==> config.mk <==
export PLATFORM = sky130hd
export DESIGN_NAME = io_key_sw_device
export DESIGN_NICKNAME = d
export VERILOG_FILES = /design/src/rtl/io_dev_pkg.sv /design/src/rtl/io_debounce.sv /design/src/rtl/io_key_sw_device.sv
export SDC_FILE = /design/constraint.sdc
export NUM_CORES = 1
export LEC_CHECK = 0
export CORE_MARGIN = 2
export CORE_UTILIZATION = 44
export CTS_CLUSTER_DIAMETER = 80
export DETAILED_ROUTE_END_ITERATION = 12
export PLACE_DENSITY = 0.8
export SYNTH_ARGS = -nofsm -noshare
export SYNTH_HDL_FRONTEND = slang
export SYNTH_SLANG_ARGS = --single-unit
==> constraint.sdc <==
create_clock -name clk -period 2.1 [get_ports clk]
set_input_delay 0.21 -clock clk [delete_from_list [all_inputs] [get_ports clk]]
set_output_delay 0.21 -clock clk [all_outputs]
set_load 0.05 [all_outputs]
==> src/rtl/io_dev_pkg.sv <==
// Shared address map, CTRL bit layout and status-update helpers for the KEY/SW responder.
// Defining IO_DEV_INTR_EN makes the IE bits writable; otherwise they stay 0.
package io_dev_pkg;

    localparam logic [31:0] ADDR_KDATA = 32'hF000_0010;
    localparam logic [31:0] ADDR_SDATA = 32'hF000_0014;
    localparam logic [31:0] ADDR_KCTRL = 32'hF000_0110;
    localparam logic [31:0] ADDR_SCTRL = 32'hF000_0114;

    localparam int unsigned READY_BIT   = 0;
    localparam int unsigned OVERRUN_BIT = 2;
    localparam int unsigned IE_BIT      = 4;

    typedef struct packed {
        logic ie;
        logic overrun;
        logic ready;
    } ctrl_t;

    // Next status for one device; a data update overrides any same-cycle clear.
    function automatic ctrl_t ctrl_next(
        input ctrl_t q,
        input logic  upd,
        input logic  rd,
        input logic  wr,
        input logic  w_ready,
        input logic  w_overrun,
        input logic  w_ie
    );
        ctrl_t n;
        n = q;
        if (wr && !w_overrun) n.overrun = 1'b0;
        if ((wr && !w_ready) || rd) n.ready = 1'b0;
`ifdef IO_DEV_INTR_EN
        if (wr) n.ie = w_ie;
`else
        n.ie = 1'b0 & w_ie;
`endif
        if (upd) begin
            // A read in the same cycle consumes the old value, so it is not lost.
            if (q.ready && !rd) n.overrun = 1'b1;
            n.ready = 1'b1;
        end
        return n;
    endfunction

    function automatic logic [IE_BIT:0] ctrl_bits(input ctrl_t c);
        logic [IE_BIT:0] b;
        b              = '0;
        b[READY_BIT]   = c.ready;
        b[OVERRUN_BIT] = c.overrun;
        b[IE_BIT]      = c.ie;
        return b;
    endfunction

endpackage

==> src/rtl/io_debounce.sv <==
// Two-flop synchronizer plus a single shared stability counter for a WIDTH-bit input vector.
// changed_o is high in the cycle whose clock edge loads a new value into stable_o.
module io_debounce #(
    parameter int unsigned WIDTH           = 10,
    parameter int unsigned DEBOUNCE_CYCLES = 100000
) (
    input  logic             clk_i,
    input  logic             reset_i,
    input  logic [WIDTH-1:0] raw_i,
    output logic [WIDTH-1:0] stable_o,
    output logic             changed_o
);

    localparam int unsigned CntW = (DEBOUNCE_CYCLES > 2) ? $clog2(DEBOUNCE_CYCLES) : 1;
    localparam logic [CntW-1:0] CntMax = CntW'(DEBOUNCE_CYCLES - 1);

    logic [WIDTH-1:0] meta_q, sync_q, prev_q, stable_q, stable_d;
    logic [CntW-1:0]  cnt_q, cnt_d;

    always_ff @(posedge clk_i) begin
        if (reset_i) begin
            meta_q   <= '0;
            sync_q   <= '0;
            prev_q   <= '0;
            stable_q <= '0;
            cnt_q    <= '0;
        end else begin
            meta_q   <= raw_i;
            sync_q   <= meta_q;
            prev_q   <= sync_q;
            stable_q <= stable_d;
            cnt_q    <= cnt_d;
        end
    end

    always_comb begin
        stable_d  = stable_q;
        cnt_d     = cnt_q;
        changed_o = 1'b0;
        if (sync_q == stable_q) begin
            cnt_d = '0;
        end else if (sync_q != prev_q) begin
            cnt_d = '0;
        end else if (cnt_q == CntMax) begin
            stable_d  = sync_q;
            cnt_d     = '0;
            changed_o = 1'b1;
        end else begin
            cnt_d = cnt_q + 1'b1;
        end
    end

    assign stable_o = stable_q;

endmodule

==> src/rtl/io_key_sw_device.sv <==
// Memory-mapped KEY/SW responder with sticky Ready/Overrun status and read-to-clear data.
// Build option IO_DEV_INTR_EN enables the IE bits and the registered intr output.
module io_key_sw_device
    import io_dev_pkg::*;
#(
    parameter int unsigned DBITS           = 32,
    parameter int unsigned KEY_BITS        = 4,
    parameter int unsigned SW_BITS         = 10,
    parameter int unsigned DEBOUNCE_CYCLES = 100000
) (
    input  logic                clk,
    input  logic                reset,
    input  logic [KEY_BITS-1:0] key_n,
    input  logic [SW_BITS-1:0]  sw,
    input  logic [DBITS-1:0]    addr,
    input  logic                rd_en,
    input  logic                wr_en,
    input  logic [DBITS-1:0]    wr_data,
    output logic [DBITS-1:0]    rd_data,
    output logic                sel,
    output logic                intr
);

    logic [KEY_BITS-1:0] key_meta_q, key_sync_q, key_s, kdata_q;
    logic [SW_BITS-1:0]  sdata;
    logic                k_upd, s_upd;
    logic                hit_kdata, hit_sdata, hit_kctrl, hit_sctrl;
    ctrl_t               kctrl_q, kctrl_d, sctrl_q, sctrl_d;
    logic                unused_wdata;

    assign key_s = ~key_sync_q;
    assign k_upd = (key_s != kdata_q);

    io_debounce #(
        .WIDTH           (SW_BITS),
        .DEBOUNCE_CYCLES (DEBOUNCE_CYCLES)
    ) u_sw_debounce (
        .clk_i     (clk),
        .reset_i   (reset),
        .raw_i     (sw),
        .stable_o  (sdata),
        .changed_o (s_upd)
    );

    assign hit_kdata = (addr == DBITS'(ADDR_KDATA));
    assign hit_sdata = (addr == DBITS'(ADDR_SDATA));
    assign hit_kctrl = (addr == DBITS'(ADDR_KCTRL));
    assign hit_sctrl = (addr == DBITS'(ADDR_SCTRL));
    assign sel       = hit_kdata | hit_sdata | hit_kctrl | hit_sctrl;

    always_comb begin
        kctrl_d = ctrl_next(kctrl_q, k_upd, rd_en && hit_kdata, wr_en && hit_kctrl,
                            wr_data[READY_BIT], wr_data[OVERRUN_BIT], wr_data[IE_BIT]);
        sctrl_d = ctrl_next(sctrl_q, s_upd, rd_en && hit_sdata, wr_en && hit_sctrl,
                            wr_data[READY_BIT], wr_data[OVERRUN_BIT], wr_data[IE_BIT]);
    end

    // Keys are not debounced: KDATA simply tracks the synchronized value.
    always_ff @(posedge clk) begin
        if (reset) begin
            key_meta_q <= '1;
            key_sync_q <= '1;
            kdata_q    <= '0;
            kctrl_q    <= '0;
            sctrl_q    <= '0;
        end else begin
            key_meta_q <= key_n;
            key_sync_q <= key_meta_q;
            kdata_q    <= key_s;
            kctrl_q    <= kctrl_d;
            sctrl_q    <= sctrl_d;
        end
    end

    always_comb begin
        rd_data = '0;
        if (hit_kdata)      rd_data = DBITS'(kdata_q);
        else if (hit_sdata) rd_data = DBITS'(sdata);
        else if (hit_kctrl) rd_data = DBITS'(ctrl_bits(kctrl_q));
        else if (hit_sctrl) rd_data = DBITS'(ctrl_bits(sctrl_q));
    end

`ifdef IO_DEV_INTR_EN
    logic intr_q;

    always_ff @(posedge clk) begin
        if (reset) intr_q <= 1'b0;
        else       intr_q <= (kctrl_q.ready & kctrl_q.ie) | (sctrl_q.ready & sctrl_q.ie);
    end

    assign intr = intr_q;
`else
    assign intr = 1'b0;
`endif

    assign unused_wdata = ^{wr_data[DBITS-1:IE_BIT], wr_data[3], wr_data[1]};

endmodule

Word-level counts from Yosys, hierarchy flattened
Cells that the tools add are included.
{ "op_classes": {"n_addsub": 1, "n_mul": 0, "div": 0, "order_cmp": 0, "eq_ne": 8, "n_shift": 0, "n_mux": 15, "n_bitwise": 6, "n_reduce_logical": 20} }
{ "ops": {"columns": ["op", "n"], "rows": [
  ["32-bit equality test, second input constant", 4],
  ["10-bit 2-to-1 mux", 2],
  ["17-bit by 1-bit adder with 17-bit output, second input constant", 1],
  ["17-bit equality test, second input constant", 1],
  ["10-bit equality test", 1],
  ["1-bit logical AND", 10],
  ["5-bit 2-to-1 mux", 2],
  ["10-bit != test", 1],
  ["1-bit 2-to-1 mux", 9],
  ["1-bit logical NOT", 4],
  ["2-bit 2-to-1 mux", 2],
  ["4-bit != test", 1],
  ["4-bit NOT", 1],
  ["2-bit nonzero test", 2],
  ["4-bit OR reduction", 1],
  ["1-bit bitwise OR", 3],
  ["3-bit AND reduction", 1],
  ["1-bit logical OR", 2],
  ["1-bit NOT", 2]
]} }
{ "totals": {"ff_bits": 75, "latch_bits": 0, "mem_bits_rw": 0, "rom_bits": 0, "input_bits": 82, "out_inout_bits": 34, "elab_cells": 64, "mem_count": 0} }

Longest topological paths before layout
{ "depth": {"ltp_word": 6, "ltp_mapped": 8, "ltp_nobuf": 6} }

Modules after synthesis
From an unflattened synthesis, not the netlist that was laid out.
{ "unflattened": {"cells_unflattened": 322, "hier_area_um2": 3323.2} }
{ "modules_own_cells": {"columns": ["mod", "instances", "cells_per_inst", "area_per_inst_um2", "seq_area_each_um2"], "rows": [
  ["io_debounce", 1, 214, 2242.2, 1141.1],
  ["io_key_sw_device", 1, 108, 1081.0, 320.3]
]} }

Least setup slack after synthesis
No wires, ideal clock.
{ "synth_path": {"kind": "input -> output", "start": "input addr[25]", "end": "output rd_data[1]", "arrival_time_ps": 2126, "t_required_ps": 1890, "slack_ps": -236, "path_stages": 5, "n_path_buf": 1, "path_cell_list": "nor4b_1 nand4_1 or2_2 clkbuf_1 nor3_1"} }
{ "synth_between": {"elab_chain_cells": 4, "elab_cells_between_ends": 6, "classes_between": "eq/ne (3); mux (3)"} }
{ "synth_lines": {"columns": ["item", "line_no", "source"], "rows": [
  ["start: declaration", "io_key_sw_device.sv:15", "input logic [DBITS-1:0] addr,"],
  ["32-bit equality test", "io_key_sw_device.sv:47", "assign hit_kctrl = (addr == DBITS'(ADDR_KCTRL));"],
  ["5-bit 2-to-1 mux", "io_key_sw_device.sv:79", "else if (hit_kctrl) rd_data = DBITS'(ctrl_bits(kctrl_q));"],
  ["10-bit 2-to-1 mux", "io_key_sw_device.sv:78", "else if (hit_sdata) rd_data = DBITS'(sdata);"],
  ["10-bit 2-to-1 mux *", "io_key_sw_device.sv:77", "if (hit_kdata) rd_data = DBITS'(kdata_q);"],
  ["end: declaration", "io_key_sw_device.sv:19", "output logic [DBITS-1:0] rd_data,"]
]} }
Every way passes the cells marked *; elsewhere a longest branch is shown, timed or not.

Final worst setup path
{ "layout_path": {"start": "input addr[19]", "end": "output rd_data[1]"} }
The elaborated chain is that of the path after synthesis.

==> load_flow_metrics.sql <==
INSERT INTO impl_metrics (metric_group, metric, value, unit) VALUES
('layout', 'number_of_inserted_filler_cells_in_the_final_layout', '573', ''),
('status', 'status', 'finished clean', ''),
('setup_path', 'timing.rr.end', 'u_sw_debounce.stable_o[5]$_SDFFE_PP0P_', ''),
('route', 'detailedRoute.firstIterationViolations', '116', ''),
('layout', 'nets_final', '472', ''),
('sta', 'max-slew-margin-rel', '65.28', '%'),
('layout', 'regArea', '1464', 'um2'),
('synthesis', 'synth_largest_type_area_fraction', '46.89', '%'),
('global_routing', 'globalRouteTotalUtil', '16.17', '%'),
('synthesis', 'synth.cell_area', '3117', 'um2'),
('placed_design', 'portBuffers', '62', ''),
('floorplan', 'start_util', '45.62', '%'),
('synthesis', 'simple_gate_share_of_the_synthesized_area', '25.25', '%'),
('clock_network', 'cts_tree', 'done', ''),
('sta', 'max_clock_freq', '492.4', 'MHz'),
('sta', 'final.period_utilization', '96.71', '%'),
('global_routing', 'grt_pass1_wl', '9.563', 'mm'),
('flow_run', 'drv.max_cap_violation_count', '0', ''),
('synthesis', 'ys_async_sr_fraction', '0', '%'),
('clock_network', 'cell_chosen_for_the_clock_root', 'sky130_fd_sc_hd__clkbuf_8', ''),
('clock_network', 'clock_sinks', '73', ''),
('synthesis', 'synth-adder-area-share', '0.4014', '%'),
('layout', 'mostFrequentLayoutCells', 'sky130_fd_sc_hd__dfxtp_1 (71), sky130_fd_sc_hd__nor2b_1 (40), sky130_fd_sc_hd__clkdlybuf4s50_1 (32), sky130_fd_sc_hd__nor2_1 (28), sky130_fd_sc_hd__conb_1 (23)', ''),
('synthesis', 'synth-compound-area-share', '1.847', '%'),
('clock_network', 'clock_insertion_delay_worst_skew', '0.34', 'ns'),
('sta', 'clock-skew-final', '0.01083', 'ns'),
('global_routing', 'first_global_vias', '2115', ''),
('synthesis', 'yosys.area_share.xor_xnor', '10.96', '%'),
('clock_network', 'cts_hold_buf', '0', ''),
('setup_path', 'rrSetupSlack', '0.09', 'ns'),
('floorplan', 'fp.dieH', '88.17', 'um'),
('route', 'antenna_violation_net_count_after_detailed_routing', '0', ''),
('placed_design', 'dpl_worst_slack', '-0.2519', 'ns'),
('sta', 'fin_tns_setup', '0', 'ns'),
('synthesis', 'synth_largest_area_cell', 'sky130_fd_sc_hd__dfxtp_1', ''),
('setup_path', 'timing.setup.critical_path_class', 'input port to output pin', ''),
('sta', 'grt_setup_unrepaired', 'true', ''),
('synthesis', 'synth.yosys.warnings', '0', ''),
('clock_network', 'cts.reportedPaths.clkPinSlew', '0.07', 'ns'),
('sta', 'final.setup.worst_slack', '0.06901', 'ns'),
('setup_path', 'timing.critical_path.arrival', '1.82', 'ns'),
('synthesis', 'synth_top_family_by_area', 'simple AND/OR/NAND/NOR gates', ''),
('global_routing', 'grt_antenna_before_repair', '0', ''),
('route', 'detail_route.drc_violations', '0', ''),
('layout', 'mostFrequentLayoutCell', 'sky130_fd_sc_hd__dfxtp_1', ''),
('hold_path', 'hold_path_end', 'kctrl_q[1]$_SDFF_PP0_', ''),
('sta', 'final.min_clock_period', '2.031', 'ns'),
('clock_network', 'htreeDepth', '3', ''),
('clock_network', 'clock_path_buffers', '2', ''),
('clock_network', 'cts_buf_count', '9', ''),
('synthesis', 'syn_avg_cell_area', '9.926', 'um2'),
('sta', 'max_slew.worst_pin.slew', '0.5168', 'ns'),
('layout', 'area_growth_syn_to_layout', '35.13', '%'),
('route', 'post_drt_via_cell_ratio', '4.601', ''),
('hold_path', 'min_path_type', 'input port to flop', ''),
('synthesis', 'number_of_enable_type_register_cells_in_the_synthesized_netlist', '0', ''),
('setup_path', 'worstPathMaxFanout', '7', ''),
('setup_path', 'rr_startpoint', 'u_sw_debounce.sync_q[3]$_SDFF_PP0_', ''),
('setup_path', 'startpoint_type', 'input port', ''),
('setup_path', 'crit_required', '1.89', 'ns'),
('route', 'drt-pass1-iter-count', '4', ''),
('layout', 'antenna_cells', '0', ''),
('route', 'wl_per_cell', '11.97', 'um'),
('pwr', 'powerDensity', '663.1', 'nW/um2'),
('synthesis', 'synth_cell_types', '38', ''),
('synthesis', 'ys_top_cells_by_area', 'sky130_fd_sc_hd__dfxtp_1 (47%), sky130_fd_sc_hd__nor2b_1 (8.0%), sky130_fd_sc_hd__xnor2_1 (6.2%)', ''),
('global_routing', 'grt-ovfl-total', '0', ''),
('synthesis', 'synth_seq_area_share', '46.89', '%'),
('sta', 'slew_viols_final', '0', ''),
('synthesis', 'postSynthCellCount', '314', ''),
('layout', 'multi_input_area', '1599', 'um2');
## cells in the mapped netlist, types with 3 or more instances
| cell | count |
|---|---|
| sky130_fd_sc_hd__mux2_4 | 8 |
| sky130_fd_sc_hd__nand3_1 | 8 |
| sky130_fd_sc_hd__inv_1 | 5 |
| sky130_fd_sc_hd__buf_4 | 23 |
| sky130_fd_sc_hd__nand2_1 | 6 |
| sky130_fd_sc_hd__clkbuf_1 | 9 |
| sky130_fd_sc_hd__xnor2_1 | 22 |
| sky130_fd_sc_hd__or2_2 | 9 |
| sky130_fd_sc_hd__nor2_1 | 28 |
| sky130_fd_sc_hd__and2_1 | 9 |
| sky130_fd_sc_hd__o21ai_0 | 3 |
| sky130_fd_sc_hd__nand4_1 | 9 |
| sky130_fd_sc_hd__xor2_1 | 17 |
| sky130_fd_sc_hd__nor4b_1 | 4 |
| sky130_fd_sc_hd__nor3_1 | 4 |
| sky130_fd_sc_hd__nor2b_1 | 40 |
| sky130_fd_sc_hd__dfxtp_1 | 73 |
| sky130_fd_sc_hd__nor4_1 | 7 |
| sky130_fd_sc_hd__and3_1 | 5 |
## flip-flops by register name, summed over array words and instances, names as in the netlist
| name | cells |
|---|---|
| u_sw_debounce.cnt_q | 17 |
| u_sw_debounce.stable_o | 10 |
| kdata_q | 4 |
| u_sw_debounce.meta_q | 10 |
| key_sync_q | 4 |
| u_sw_debounce.prev_q | 10 |
| kctrl_q | 2 |
| u_sw_debounce.sync_q | 10 |
| sctrl_q | 2 |
| key_meta_q | 4 |
## cell type report
class / instances / area share [%]
Multi-Input combinational cell: 224 / 37.97
Sequential cell: 73 / 34.76
Timing Repair Buffer: 76 / 19.37
Clock buffer: 10 / 3.268
Tap cell: 96 / 2.852
Clock inverter: 5 / 1.337
Inverter: 5 / 0.4456
## per-layer routing
metal	part of all wire [%]	vias up	track usage [%]	wire length [um]
met5	0	-	0	0
met4	2.0	0	7.438	120
met3	4.6	10	4.430	272
met2	52	60	27.07	3018
met1	42	1036	19.30	2443
li1	-	1144	-	-
## logic make-up after synthesis
logic type,after synthesis
AND/OR/NAND/NOR,137
buffers and inverters,40
XOR/XNOR,39
multiplexers,14
other,1
AO/OA/AOI/OAI,9
flip-flops,73
adder cells (fa/ha/maj),1
## per-stage QoR
stage | hold slack [ns] | total power, W | instances
after floorplan | 0.3138 | 0.001687 | 336
after global placement | 0.3920 | 0.001765 | 471
after detailed placement | 0.3942 | 0.001770 | 471
after CTS | 0.2364 | 0.002817 | 486
after global routing | 0.2553 | 0.002918 | 489
final | 0.2624 | 0.002793 | 489
## how the worst max path moves through the flow
stage                                             startpoint                                endpoint  slack, ns  cells after the start
final                                               addr[19]                              rd_data[1]       0.07                      8
after global routing      u_sw_debounce.sync_q[0]$_SDFF_PP0_  u_sw_debounce.stable_o[5]$_SDFFE_PP0P_      -0.08                      5
after CTS                  u_sw_debounce.cnt_q[1]$_SDFF_PP0_  u_sw_debounce.stable_o[4]$_SDFFE_PP0P_      0.002                      5
after detailed placement                            addr[25]                              rd_data[9]      -0.25                      8
after global placement                               addr[1]                              rd_data[9]      -0.18                      8
after floorplan                                     addr[25]                              rd_data[1]      -0.24                      5
## report_power, final
part	leakage (nW)	switching, W	internal, W	total [W]
Combinational	1.00	0.000170	0.000129	0.000299
Clock	0.0981	0.000478	0.000571	0.00105
Sequential	0.597	0.0000214	0.00142	0.00144
## worst max-delay path: stages
cell,delay [ns]
sky130_fd_sc_hd__clkdlybuf4s50_1,0.41
sky130_fd_sc_hd__nor4_2,0.21
sky130_fd_sc_hd__nand4_1,0.13
sky130_fd_sc_hd__or2_4,0.29
sky130_fd_sc_hd__buf_4,0.17
sky130_fd_sc_hd__nor3_2,0.14
sky130_fd_sc_hd__buf_4,0.13
sky130_fd_sc_hd__buf_12,0.12
## what timing repair did
item                                    4_1_cts  5_1_grt
resized for setup                            31       12
pin swaps                                    10        8
setup buffers                                 0        2
endpoints found under the setup margin       11       20
gates cloned                                  0        1
hold endpoints to repair                      0        0
Power figures use the tool's default switching activity.
